## src/rtl/jtag_types_pkg.sv

```systemverilog
// Shared JTAG debug-path types: AP shift register layout,
// AHB encodings and the AP controller state machine.
package jtag_types_pkg;

    typedef enum logic {
        REG_ADDRESS = 1'b0,
        REG_DATA    = 1'b1
    } regselect_t;

    typedef enum logic {
        AP_READ  = 1'b0,
        AP_WRITE = 1'b1
    } r_w_t;

    typedef enum logic [1:0] {
        HSIZE_BYTE = 2'b00,
        HSIZE_HALF = 2'b01,
        HSIZE_WORD = 2'b10,
        HSIZE_RSVD = 2'b11
    } hsize_t;

    typedef struct packed {
        logic [31:0] data;
        regselect_t  regselect;
        hsize_t      size;
        logic        addrinc;
        r_w_t        r_w;
    } ap_shift_t;

    typedef enum logic [2:0] {
        AP_IDLE,
        AP_ADDR,
        AP_DATA,
        AP_ERR2,
        AP_RESP
    } ap_state_t;

    typedef enum logic [1:0] {
        HTRANS_IDLE   = 2'b00,
        HTRANS_NONSEQ = 2'b10
    } htrans_t;

    // Natural alignment check for a transfer of the given size.
    function automatic logic misaligned(hsize_t size, logic [1:0] addr_lo);
        case (size)
            HSIZE_HALF: return addr_lo[0];
            HSIZE_WORD: return addr_lo != 2'b00;
            default:    return 1'b0;
        endcase
    endfunction

endpackage

```

## src/rtl/ahb_ap_controller_lane_steer.sv

```systemverilog
// Byte-lane steering: write-data replication and read-lane
// extraction with zero extension.
module ahb_lane_steer
    import jtag_types_pkg::*;
(
    input  hsize_t      size,
    input  logic [1:0]  addr_lo,
    input  logic [31:0] wdata,
    input  logic [31:0] rdata,
    output logic [31:0] hwdata,
    output logic [31:0] rdata_ext
);

    logic [31:0] rshift;

    // Replicate the active lane on writes, right-align it on reads.
    always_comb begin
        rshift    = rdata >> {addr_lo, 3'b000};
        hwdata    = wdata;
        rdata_ext = rdata;
        case (size)
            HSIZE_BYTE: begin
                hwdata    = {4{wdata[7:0]}};
                rdata_ext = {24'h0, rshift[7:0]};
            end
            HSIZE_HALF: begin
                hwdata    = {2{wdata[15:0]}};
                rdata_ext = {16'h0, rshift[15:0]};
            end
            default: begin
                hwdata    = wdata;
                rdata_ext = rdata;
            end
        endcase
    end

endmodule

```

## src/rtl/ahb_ap_controller.sv

```systemverilog
// Single-transfer AHB-Lite master driven by JTAG AP commands.
// Owns the AP address register, auto-increment and sticky error.
module ahb_ap_controller
    import jtag_types_pkg::*;
#(
    parameter logic [31:0] ADDR_RESET = 32'h0000_0000
) (
    input  logic        CLK,
    input  logic        RST,
    input  logic        cmd_valid,
    input  ap_shift_t   cmd,
    output logic        cmd_ready,
    output logic        rsp_valid,
    output logic [31:0] rsp_data,
    output logic        rsp_err,
    output logic        err_sticky,
    input  logic        err_clear,
    output logic [31:0] HADDR,
    output logic        HWRITE,
    output logic [2:0]  HSIZE,
    output logic [1:0]  HTRANS,
    output logic [31:0] HWDATA,
    input  logic [31:0] HRDATA,
    input  logic        HREADY,
    input  logic        HRESP
);

    ap_state_t   state_q, state_d;
    logic [31:0] addr_q, addr_d;
    logic [31:0] wdata_q, wdata_d;
    hsize_t      size_q, size_d;
    logic        inc_q, inc_d;
    r_w_t        rw_q, rw_d;
    logic [31:0] rsp_data_q, rsp_data_d;
    logic        rsp_err_q, rsp_err_d;
    logic        err_sticky_q, err_sticky_d;
    logic        err_set;
    logic [31:0] lane_wdata;
    logic [31:0] lane_rdata;

    ahb_lane_steer u_steer (
        .size      (size_q),
        .addr_lo   (addr_q[1:0]),
        .wdata     (wdata_q),
        .rdata     (HRDATA),
        .hwdata    (lane_wdata),
        .rdata_ext (lane_rdata)
    );

    // State and datapath registers; reset aborts any transfer.
    always_ff @(posedge CLK) begin
        if (RST) begin
            state_q      <= AP_IDLE;
            addr_q       <= ADDR_RESET;
            wdata_q      <= 32'h0;
            size_q       <= HSIZE_BYTE;
            inc_q        <= 1'b0;
            rw_q         <= AP_READ;
            rsp_data_q   <= 32'h0;
            rsp_err_q    <= 1'b0;
            err_sticky_q <= 1'b0;
        end else begin
            state_q      <= state_d;
            addr_q       <= addr_d;
            wdata_q      <= wdata_d;
            size_q       <= size_d;
            inc_q        <= inc_d;
            rw_q         <= rw_d;
            rsp_data_q   <= rsp_data_d;
            rsp_err_q    <= rsp_err_d;
            err_sticky_q <= err_sticky_d;
        end
    end

    // Next-state and datapath updates for each controller state.
    always_comb begin
        state_d    = state_q;
        addr_d     = addr_q;
        wdata_d    = wdata_q;
        size_d     = size_q;
        inc_d      = inc_q;
        rw_d       = rw_q;
        rsp_data_d = rsp_data_q;
        rsp_err_d  = rsp_err_q;
        err_set    = 1'b0;
        case (state_q)
            AP_IDLE: begin
                if (cmd_valid) begin
                    wdata_d = cmd.data;
                    size_d  = cmd.size;
                    inc_d   = cmd.addrinc;
                    rw_d    = cmd.r_w;
                    state_d = AP_RESP;
                    if (cmd.regselect == REG_ADDRESS) begin
                        rsp_err_d = 1'b0;
                        if (cmd.r_w == AP_WRITE) begin
                            addr_d = cmd.data;
                        end else begin
                            rsp_data_d = addr_q;
                        end
                    end else if (err_sticky_q) begin
                        rsp_err_d = 1'b1;
                    end else if (cmd.size == HSIZE_RSVD ||
                                 misaligned(cmd.size, addr_q[1:0])) begin
                        rsp_err_d = 1'b1;
                        err_set   = 1'b1;
                    end else begin
                        rsp_err_d = 1'b0;
                        state_d   = AP_ADDR;
                    end
                end
            end
            AP_ADDR: begin
                if (HREADY) begin
                    state_d = AP_DATA;
                end
            end
            AP_DATA: begin
                if (HREADY && !HRESP) begin
                    state_d = AP_RESP;
                    if (rw_q == AP_READ) begin
                        rsp_data_d = lane_rdata;
                    end
                    if (inc_q) begin
                        addr_d = addr_q + (32'd1 << size_q);
                    end
                end else if (HRESP) begin
                    // A one-cycle error response is still treated as an error.
                    if (HREADY) begin
                        err_set   = 1'b1;
                        rsp_err_d = 1'b1;
                        state_d   = AP_RESP;
                    end else begin
                        state_d = AP_ERR2;
                    end
                end
            end
            AP_ERR2: begin
                if (HREADY) begin
                    err_set   = 1'b1;
                    rsp_err_d = 1'b1;
                    state_d   = AP_RESP;
                end
            end
            AP_RESP: begin
                state_d = AP_IDLE;
            end
            default: begin
                state_d = AP_IDLE;
            end
        endcase
        err_sticky_d = err_clear ? 1'b0 : (err_sticky_q | err_set);
    end

    // Handshake and AHB outputs decoded from the current state.
    always_comb begin
        cmd_ready = (state_q == AP_IDLE);
        rsp_valid = (state_q == AP_RESP);
        HTRANS    = HTRANS_IDLE;
        HADDR     = 32'h0;
        HWRITE    = 1'b0;
        HSIZE     = 3'b000;
        HWDATA    = 32'h0;
        if (state_q == AP_ADDR) begin
            HTRANS = HTRANS_NONSEQ;
            HADDR  = addr_q;
            HWRITE = (rw_q == AP_WRITE);
            HSIZE  = {1'b0, size_q};
        end
        if (state_q == AP_DATA && rw_q == AP_WRITE) begin
            HWDATA = lane_wdata;
        end
    end

    assign rsp_data   = rsp_data_q;
    assign rsp_err    = rsp_err_q;
    assign err_sticky = err_sticky_q;

endmodule

```

## config.mk

```make
export PLATFORM = sky130hd
export DESIGN_NAME = ahb_ap_controller
export DESIGN_NICKNAME = d
export VERILOG_FILES = /design/src/rtl/jtag_types_pkg.sv /design/src/rtl/ahb_ap_controller_lane_steer.sv /design/src/rtl/ahb_ap_controller.sv
export SDC_FILE = /design/constraint.sdc
export NUM_CORES = 1
export LEC_CHECK = 0
export CAP_MARGIN = 10
export CELL_PAD_IN_SITES_DETAIL_PLACEMENT = 0
export CELL_PAD_IN_SITES_GLOBAL_PLACEMENT = 1
export CORE_MARGIN = 5
export CORE_UTILIZATION = 35
export DETAILED_ROUTE_END_ITERATION = 16
export PLACE_DENSITY = 0.86
export SYNTH_ARGS = -nofsm -noshare
export SYNTH_HDL_FRONTEND = slang
export SYNTH_SLANG_ARGS = --single-unit
export TNS_END_PERCENT = 5
```

## constraint.sdc

```tcl
create_clock -name CLK -period 3.55 [get_ports CLK]
set_input_delay 0.71 -clock CLK [delete_from_list [all_inputs] [get_ports CLK]]
set_output_delay 0.71 -clock CLK [all_outputs]
set_load 0.02 [all_outputs]
```

-- Yosys cells after proc, flatten, opt, wreduce, memory -nomap -nowiden
Cells that the tools add are included.
- register bits after elaboration: 105
- output and inout port bits: 106
- word-level logic and storage cells: 97
- add/subtract/negate cells: 1
- eq/ne operators: 20
- shifts and indexed selects: 2
- muxes and demuxes: 49
- bitwise operators: 1
- reduce and logical (&&, ||, !) cells: 15
- operators with widths (cell ; count):
    $mux 32 ; 12
    $pmux 32 s2 ; 4
    $add 32x32->32 ; 1
    $shl 1x2->32 const A ; 1
    $shr 32x5->16 ; 1
    $mux 3 ; 9
    $ne 2x2->1 const B ; 11
    $mux 1 ; 18
    $pmux 3 s4 ; 1
    $reduce_and 6->1 ; 2
    $reduce_and 4->1 ; 2
    $eq 3x2->1 const B ; 2
    $pmux 1 s3 ; 2
    $eq 2x1->1 const B ; 2
    $eq 2x2->1 const B ; 2
    $mux 2 ; 2
    $reduce_bool 2->1 ; 2
    $eq 3x1->1 const B ; 1
    $eq 3x3->1 const B ; 1
    $logic_not 3->1 ; 1
    $ne 3x3->1 const B ; 1
    $reduce_bool 3->1 ; 1
    $logic_and 1x1->1 ; 2
    $logic_not 2->1 ; 1
    6 further kinds ; 6

-- Longest topological paths before layout
Gate-level depths: netlist (run 1).
- word-level depth: 13
- depth in mapped cells: 11
- gate-level depth less buffers: 8

-- Modules after synthesis
A second synthesis (run 1) with hierarchy kept.
- cell total of the unflattened synthesis: 918
- area total of the unflattened synthesis: 6839.1 um^2
- modules (own cells, without submodules) (module ; instances ; cells an instance ; area an instance (um^2) ; sequential area each (um^2)):
    ahb_ap_controller ; 1 ; 770 ; 5754.3 ; 2102.0
    ahb_lane_steer ; 1 ; 148 ; 1084.8 ; 0.0

-- Worst setup path after synthesis (run 1)
Ideal clock, no wire load.
- path type: register to register
- start point: reg size_q[1]
- end point: reg addr_q[19]
- setup time: 0.120 ns
- arrival: 3.023 ns
- data required time: 3.430 ns
- path slack: 0.408 ns
- stages on the path, launching flop included: 12
- path buffers: 4
- period minus slack after synthesis: 3.142 ns
- cells stage by stage: dfxtp_1 -> clkbuf_1 -> clkbuf_1 -> clkbuf_1 -> nor2b_1 -> ha_1 -> o21a_1 -> or2_2 -> o211ai_1 -> clkbuf_1 -> nor4_1 -> o31a_1
- longest elaborated chain between the ends: 5
- ends and longest elaborated chain (item ; line ; RTL):
    start, declared ; ahb_ap_controller.sv:31 ; hsize_t size_q, size_d;
    start signal, assigned ; ahb_ap_controller.sv:66 ; size_q <= size_d;
    $shl 1x2->32 ; ahb_ap_controller.sv:125 ; addr_d = addr_q + (32'd1 << size_q);
    $add 32x32->32 ; ahb_ap_controller.sv:125 ;
    $mux 32 ; ahb_ap_controller.sv:124 ; if (inc_q) begin
    $mux 32 ; ahb_ap_controller.sv:119 ; if (HREADY && !HRESP) begin
    $pmux 32 s2 ; ahb_ap_controller.sv:86 ; case (state_q)
    end signal, assigned ; ahb_ap_controller.sv:64 ; addr_q <= addr_d;
    end, declared ; ahb_ap_controller.sv:29 ; logic [31:0] addr_q, addr_d;
Every way passes these cells. The select of a mux whose other input is x is not followed.
A chain may end at the register's enable or synchronous reset.

-- Worst setup path in the final report (run 1)
- start point: reg state_q[1]
- end point: out HWDATA[9]
- longest elaborated chain between the ends: 3
- ends and longest elaborated chain (item ; line ; RTL):
    start, declared ; ahb_ap_controller.sv:28 ; ap_state_t state_q, state_d;
    start signal, assigned ; ahb_ap_controller.sv:63 ; state_q <= state_d;
    $eq 3x2->1 ; ahb_ap_controller.sv:170 ; if (state_q == AP_DATA && rw_q == AP_WRITE) begin
    $logic_and 1x1->1 ; ahb_ap_controller.sv:170 ;
    $mux 32 ; ahb_ap_controller.sv:170 ;
    end, declared ; ahb_ap_controller.sv:22 ; output logic [31:0] HWDATA,
Every way passes these cells.

==> summary.md, run 1 <==
| Metric | Value |
|---|---|
| Status | `completed` |
| Commonest cells post-synth | `162 x nand2_1, 105 x dfxtp_1, 82 x a21oi_1` |
| DRT Pass-1 Iters | `5` |
| Syn Inst Count | `around 900` |
| Leak Pwr | `3.022 nW` |
| Die width | `146.3 um` |
| Drt initial violations | `900` |
| Io pins | `181` |
| Reg clk slew, reported paths | `80 ps` |
| TritonCTS Sinks | `105` |
| Sequential share of the synthesized area | `between 30% and 40%` |
| Drt drc | `0` |
| H-Tree Depth | `3` |
| Worst setup EP type | `output port` |
| Crit start category | `flop` |
| Synth Area in Compound Gates | `approximately 28%` |
| Post-synth EDFFs | `0` |
| Hold Path Class | `flop to flop` |
| TritonCTS clock tree | `done` |
| Hold Vio Cnt, Final | `0` |
| CP endpoint | `HWDATA[9]` |
| Count leader, synth | `nand2_1` |
| Synthesis-to-finish area growth | `35.98%` |
| Mux share of post-synthesis cell area | `3.944%` |
| Setup bufs post-CTS | `0` |
| Largest net degree at the start of global routing | `63` |
| CP max FO | `26` |
| Ant. Diodes | `0` |
| #FFs+latches synth | `around 110` |
| Met2 usage | `37.90%` |
| Initial antenna violation count | `1` |
| Final #Nets | `1113` |
| Max Slew Vio Count | `0` |
| Number of max-cap violations | `0` |
| Total Wirelength | `approximately 26000 um` |
| Main synth FF type | `dfxtp_1` |
| Critical Path Start | `state_q[1]` |
| Switching pwr | `0.0009160 W` |
| Final min period | `3140 ps` |
| Synth Area in Adders | `1.347%` |
| Area post-placement | `8533 sq um` |
| Gr ovfl total | `0` |
| Req. time, crit path | `roughly 2800 ps` |
| Root Driver | `clkbuf_16` |
| FF-to-FF path depth | `8` |
| Port bufs | `178` |
| Share of cells above drive strength 1 | `7.143%` |
| Leading area contributor after synthesis | `dfxtp_1` |
| Comb pwr share | `19.7%` |
| R2R Setup Slk | `940 ps` |
| Top-area cell type share of the netlist area | `32.32%` |
| Ranking of synthesized cells by area | `dfxtp_1 32%, nand2_1 9.3%, a21oi_1 6.3%` |
| Global-route wire length before repair | `40070 um` |
| WL per Instance | `roughly 20 um` |
| Die Footprint | `21410 sq um` |
| Placer Congestion | `0.8672` |
| DR vias/cell | `5.783` |
| Slew Limit Headroom | `47.95%` |
| Initial Utilization | `35.84%` |
| Post-CTS sizing | `0` |
| Grt met1 use | `32.18%` |
| Share of power burned in registers | `44.1%` |
| # rows | `49` |
| Met3 usage | `3.626%` |
| FFs w/ async S/R, synth | `0%` |
| Via Count | `7316` |
| Clock Latency Late Sink | `370 ps` |
| Xor and xnor fraction of the mapped netlist area | `0.4040%` |
| CP arrival | `2430 ps` |
| Die Y-Extent | `146.3 um` |
| Final TNS setup | `0 ps` |
| Synth Warn # | `0` |
| Post-detail-place hpwl | `about 19000 um` |
| Cell area after synthesis | `about 6500 sq um` |
| Clock skew | `11.53 ps` |
| Count of cell types in the netlist | `72` |
| Setup-failing EPs final | `0` |
| Total track usage | `23.27%` |
| Clock Path Buffers | `2` |
| Period utilisation layout | `between 80% and 90%` |
| Fmax | `0.3185 GHz` |
| Min Hold Slack | `roughly 450 ps` |
| Net Sw Frac | `30.80%` |
| Routed Antenna Nets | `0` |
| Least-Margin Pin Slew | `780.8 ps` |
| FILL cells | `1820` |
| P_int | `0.002058 W` |
| RSZ-0062 raised after global routing | `no` |
| Vias in the first global route | `6862` |
| Crit Path Class | `flop to output port` |
| Final Cell Area | `8843 sq um` |
| Maximum VDD drop | `0.2162 mV` |
| Core box area | `18150 sq um` |
| Main combinational cell family by area after synthesis | `compound AO/OA/AOI/OAI gates` |
| Syn avg cell area | `7.324 sq um` |
| PwrDens | `around 340 nW/um^2` |
| Simple-gate share of the synthesized area | `27.68%` |
| Most used routing layer | `met2` |
| Hold buffer count at CTS | `0` |
| Clock share of power | `~36%` |
| Worst flop-to-flop path startpoint | `size_q[0]` |
| RR Endpoint | `addr_q[29]` |
| CTS Buf Count | `9` |
-- cells in the final DEF, fill, tap and decap left out, types with 10 or more instances in the layout --
cell type | netlist | layout
clkdlybuf4s50_1 | 0 | 177
nand2_1 | 162 | 162
dfxtp_1 | 105 | 104
a21oi_1 | 82 | 82
nor2_1 | 79 | 79
and2_1 | 41 | 41
buf_4 | 3 | 36
o21ai_0 | 32 | 32
a311oi_1 | 30 | 30
o211ai_1 | 27 | 27
nand3_1 | 26 | 26
mux2i_1 | 20 | 20
and3_1 | 13 | 13
inv_1 | 12 | 12
a31oi_1 | 10 | 10
-- through the flow --
step,setup WS (ps),total power [W],utilization [%],std cells
floorplan,407.5,0.001645,-,889
global placement,377.3,0.001916,47.02,1249
detailed placement,303.3,0.001921,47.02,1249
CTS,394.9,0.002982,48.73,1265
global route,224.9,0.003095,48.73,1265
finish,410.5,0.002974,48.73,1265
-- worst min path at each step --
| stage | slack [ps] | end | from | cells after the start |
|---|---|---|---|---|
| finish | 450 | rsp_data[12] | rsp_data[12] | 2 |
| global route | 480 | wdata_q[29] | wdata_q[29] | 2 |
| CTS | 460 | rsp_data[12] | rsp_data[12] | 2 |
| detailed placement | 450 | wdata_q[29] | wdata_q[29] | 2 |
| global placement | 440 | rsp_data[8] | rsp_data[8] | 2 |
| floorplan | 440 | wdata_q[16] | wdata_q[16] | 2 |
-- power by group through the flow --
stage	logic [W]	clock network, W	registers, W
CTS	0.000585	0.00109	0.00131
floorplan	0.000314	0	0.00133
finish	0.000587	0.00107	0.00131
global route	0.000637	0.00114	0.00132
global placement	0.000579	0	0.00134
detailed placement	0.000582	0	0.00134
-- layout make-up --
class | instances | area (sq um) | area share, %
timing repair buffer | 215 | 2067 | 23.37
clock inverter | 7 | 85.08 | 0.9621
tap | 229 | 286.5 | 3.240
clock buffer | 9 | 225.2 | 2.547
sequential | 105 | 2103 | 23.78
inverter | 12 | 45.04 | 0.5093
multi-input combinational | 688 | 4031 | 45.59
-- cell families (layout without fill, tap and decap cells) --
family / Yosys count / count (layout)
fa+ha+maj: 7 / 7
other cells: 1 / 2
simple gates: 382 / 382
compound gates: 269 / 269
xor+xnor: 3 / 3
buf+inv: 96 / 243
flops: 105 / 105
mux: 25 / 25
-- worst max-delay path, cell delays in order, from the launching register on --
cell             delay [ps]
dfxtp_1                 500
nor3b_2                 220
buf_4                   200
nand2_1                  70
buf_4                   240
a21oi_1                 200
clkdlybuf4s50_1         640
-- state kept, by name, summed over array words and instances, names as in the netlist --
register / flops
wdata_q: 32
rsp_data: 32
addr_q: 32
inc_q: 1
rsp_err: 1
rw_q: 1
size_q: 2
err_sticky: 1
state_q: 3
-- per-layer routing --
layer,vias up,wire length [um]
met5,-,13
met4,2,487
met3,39,1496
met2,268,12310
met1,3502,11400
li1,3505,-
Note: power is estimated with default switching activity, not from simulation.
==> run 2: changes to the inputs <==
--- a/config.mk
+++ b/config.mk
@@ -5,11 +5,11 @@
 export SDC_FILE = /design/constraint.sdc
 export NUM_CORES = 1
 export LEC_CHECK = 0
-export CAP_MARGIN = 10
 export CELL_PAD_IN_SITES_DETAIL_PLACEMENT = 0
 export CELL_PAD_IN_SITES_GLOBAL_PLACEMENT = 1
 export CORE_MARGIN = 5
 export CORE_UTILIZATION = 35
+export CTS_CLUSTER_DIAMETER = 40
 export DETAILED_ROUTE_END_ITERATION = 16
 export PLACE_DENSITY = 0.86
 export SYNTH_ARGS = -nofsm -noshare
==> results of run 2 <==
Same layout as run 1: the final DEF is identical, and so are final timing and power.
==> run 3: changes to the inputs <==
--- a/config.mk
+++ b/config.mk
@@ -11,8 +11,9 @@
 export CORE_UTILIZATION = 35
 export CTS_CLUSTER_DIAMETER = 40
 export DETAILED_ROUTE_END_ITERATION = 16
-export PLACE_DENSITY = 0.86
+export PLACE_DENSITY = 0.85
 export SYNTH_ARGS = -nofsm -noshare
 export SYNTH_HDL_FRONTEND = slang
+export SYNTH_HIERARCHICAL = 1
 export SYNTH_SLANG_ARGS = --single-unit
 export TNS_END_PERCENT = 5
==> run 3 against run 2 <==
  * Final cell count increased by 3.6%
  * Critical path depth down 1
  * Via count up 1.0%
  * Synthesized cell count grew 3.4%
  * Final area is 2.3% higher
  * Utilization shrank 1.9 points
  * Flip-flop and latch count unchanged
  * Combinational power increased by 5.3%
  * Clock-buffer cell count is 1 higher
  * Sequential share of layout area down 0.53 points
  * Clock power is 6% higher
  * Area after synthesis grew 5.2%
  * Critical path type unchanged
  * Highest routed layer unchanged
==> summary.md, run 3 <==
| Metric | Value |
|---|---|
| CP max FO | `38` |
| Syn Inst Count | `about 900` |
| Fmax | `0.3037 GHz` |
| Clock Latency Late Sink | `360 ps` |
| Synthesis-to-finish area growth | `32.27%` |
| #FFs+latches synth | `105` |
| Vias in the first global route | `about 6800` |
| Die Footprint | `approximately 22000 sq um` |
| Routed Antenna Nets | `0` |
| Setup WS post-layout | `257.8 ps` |
| TritonCTS clock tree | `done` |
| Post-CTS sizing | `0` |
| Post-detail-place hpwl | `~20000 um` |
| Req. time, crit path | `2840 ps` |
| Synth Warn # | `6` |
| Crit start category | `flop` |
| Global-route wire length before repair | `40240 um` |
| Hold buffer count at CTS | `0` |
| FFs w/ async S/R, synth | `0%` |
| Drt drc | `0` |
| RSZ-0062 raised after global routing | `no` |
| CP arrival | `2580 ps` |
| Maximum VDD drop | `0.2489 mV` |
| Utilization after layout | `46.79%` |
| Gr ovfl total | `0` |
| WL per Instance | `20.45 um` |
| Die Y-Extent | `149.8 um` |
| Sequential share of the synthesized area | `30.74%` |
| Hold Vio Cnt, Final | `0` |
| Total Wirelength | `26810 um` |
| Min Hold Slack | `approximately 460 ps` |
| Leak Pwr | `roughly 3.2 nW` |
| Slew Limit Headroom | `29.79%` |
| Port bufs | `178` |
| Least-Margin Pin Slew | `about 1100 ps` |
| Die width | `roughly 150 um` |
| PwrDens | `342.3 nW/um^2` |
| Cell area after synthesis | `6839 sq um` |
| Pre-CTS setup slack | `478.0 ps` |
| Placer Congestion | `0.9129` |
| Main synth FF type | `dfxtp_1` |
| Hold Path Class | `flop to flop` |
| Area of the multi-input gates | `4227 sq um` |
| Reg area | `2103 sq um` |
| Pwr Total | `~0.0031 W` |
| H-Tree Depth | `3` |
| Ant. Diodes | `0` |
| Number of max-cap violations | `0` |
| Ranking of synthesized cells by area | `dfxtp_1 31%, nand2_1 10%, and2_1 5.2%` |
| Share of cells above drive strength 1 | `7.457%` |
| Setup-failing EPs final | `0` |
| Root Driver | `clkbuf_16` |
| Post-synth EDFFs | `0` |
| Leading area contributor after synthesis | `dfxtp_1` |
| Period utilisation layout | `between 90% and 100%` |
| Count leader, synth | `nand2_1` |
| Setup bufs post-CTS | `0` |
| Drt initial violations | `650` |
| Largest net degree at the start of global routing | `50` |
| # rows | `51` |
| Clock skew | `4.737 ps` |
| Initial antenna violation count | `1` |
| Core box area | `19330 sq um` |
| Final #Nets | `roughly 1100` |
| TritonCTS Sinks | `105` |
| Io pins | `181` |
| Total track usage | `23.02%` |
| Via Count | `7390` |
| FILL cells | `roughly 1900` |
| Commonest cells post-synth | `185 x nand2_1, 105 x dfxtp_1, 66 x a21oi_1` |
| CTS Buf Count | `9` |
| Syn avg cell area | `approximately 7.4 sq um` |
| Final TNS setup | `0 ps` |
| Reg clk slew, reported paths | `around 70 ps` |
| Final min period | `3292 ps` |
| Most frequent cells in the layout | `185 x nand2_1, 177 x clkdlybuf4s50_1, 104 x dfxtp_1` |
| DR vias/cell | `5.637` |
| Worst setup EP type | `output port` |
| Count of cell types in the netlist | `74` |
| Initial Utilization | `roughly 35%` |
| Status | `completed` |
| DRT Pass-1 Iters | `5` |
| Max Slew Vio Count | `0` |
| Most common cell after layout, fill and taps aside | `nand2_1` |
| Top-area cell type share of the netlist area | `~31%` |
| Crit Path Class | `flop to output port` |
| Clock Path Buffers | `2` |
## run 3: through the flow
stage                     cell area [sq um]  cells
final                                  9046   1311
after global placement                 8718   1295
after floorplan                        6843    919
after detailed placement               8718   1295
after CTS                              9046   1311
after global routing                   9046   1311
## run 3: per-layer routing
layer  track usage [%]  up-vias  share of wire, %
met5                 0        -             0.075
met4             6.587        2               2.4
met3             4.422       42               9.6
met2             36.52      354                46
met1             31.94     3471                42
li1                  -     3521                 -
## run 3: final timing paths
check	start	end	slack, ps	cells after the start
setup / recovery	size_q[1]	HWDATA[30]	260	5
setup reg to reg	size_q[1]	addr_q[24]	470	9
hold / removal	wdata_q[22]	wdata_q[22]	460	2
hold reg to reg	wdata_q[22]	wdata_q[22]	460	2
## run 3: worst max-delay path: stages, from the launching register on
cell and delay (ps):
dfxtp_2 750, buf_4 460, nand2_1 100, o21ai_0 100, and3_1 190, clkdlybuf4s50_1 600
## run 3: final cells by class
class | instances | share of cell area (%)
Multi-Input combinational cell | 703 | 46.72
Sequential cell | 105 | 23.25
Timing Repair Buffer | 202 | 21.91
Tap cell | 265 | 3.665
Clock buffer | 10 | 2.642
Clock inverter | 6 | 0.9820
Inverter | 20 | 0.8299
## run 3: power breakdown
group | internal, W | leakage, nW | switching [W]
combinational | 0.000277 | 2.18 | 0.000341
sequential | 0.00125 | 0.858 | 0.000102
clock | 0.000640 | 0.155 | 0.000487
## run 3: kinds of logic after synthesis
group	share of synthesized area, %
xor gates and xnor gates	0.1281
and+or+nand+nor	31.39
AOI/OAI and AO/OA	23.05
muxes	5.415
buffers and inverters	7.647
adders and majority gates	1.573
other	0.05483
DFF	30.74
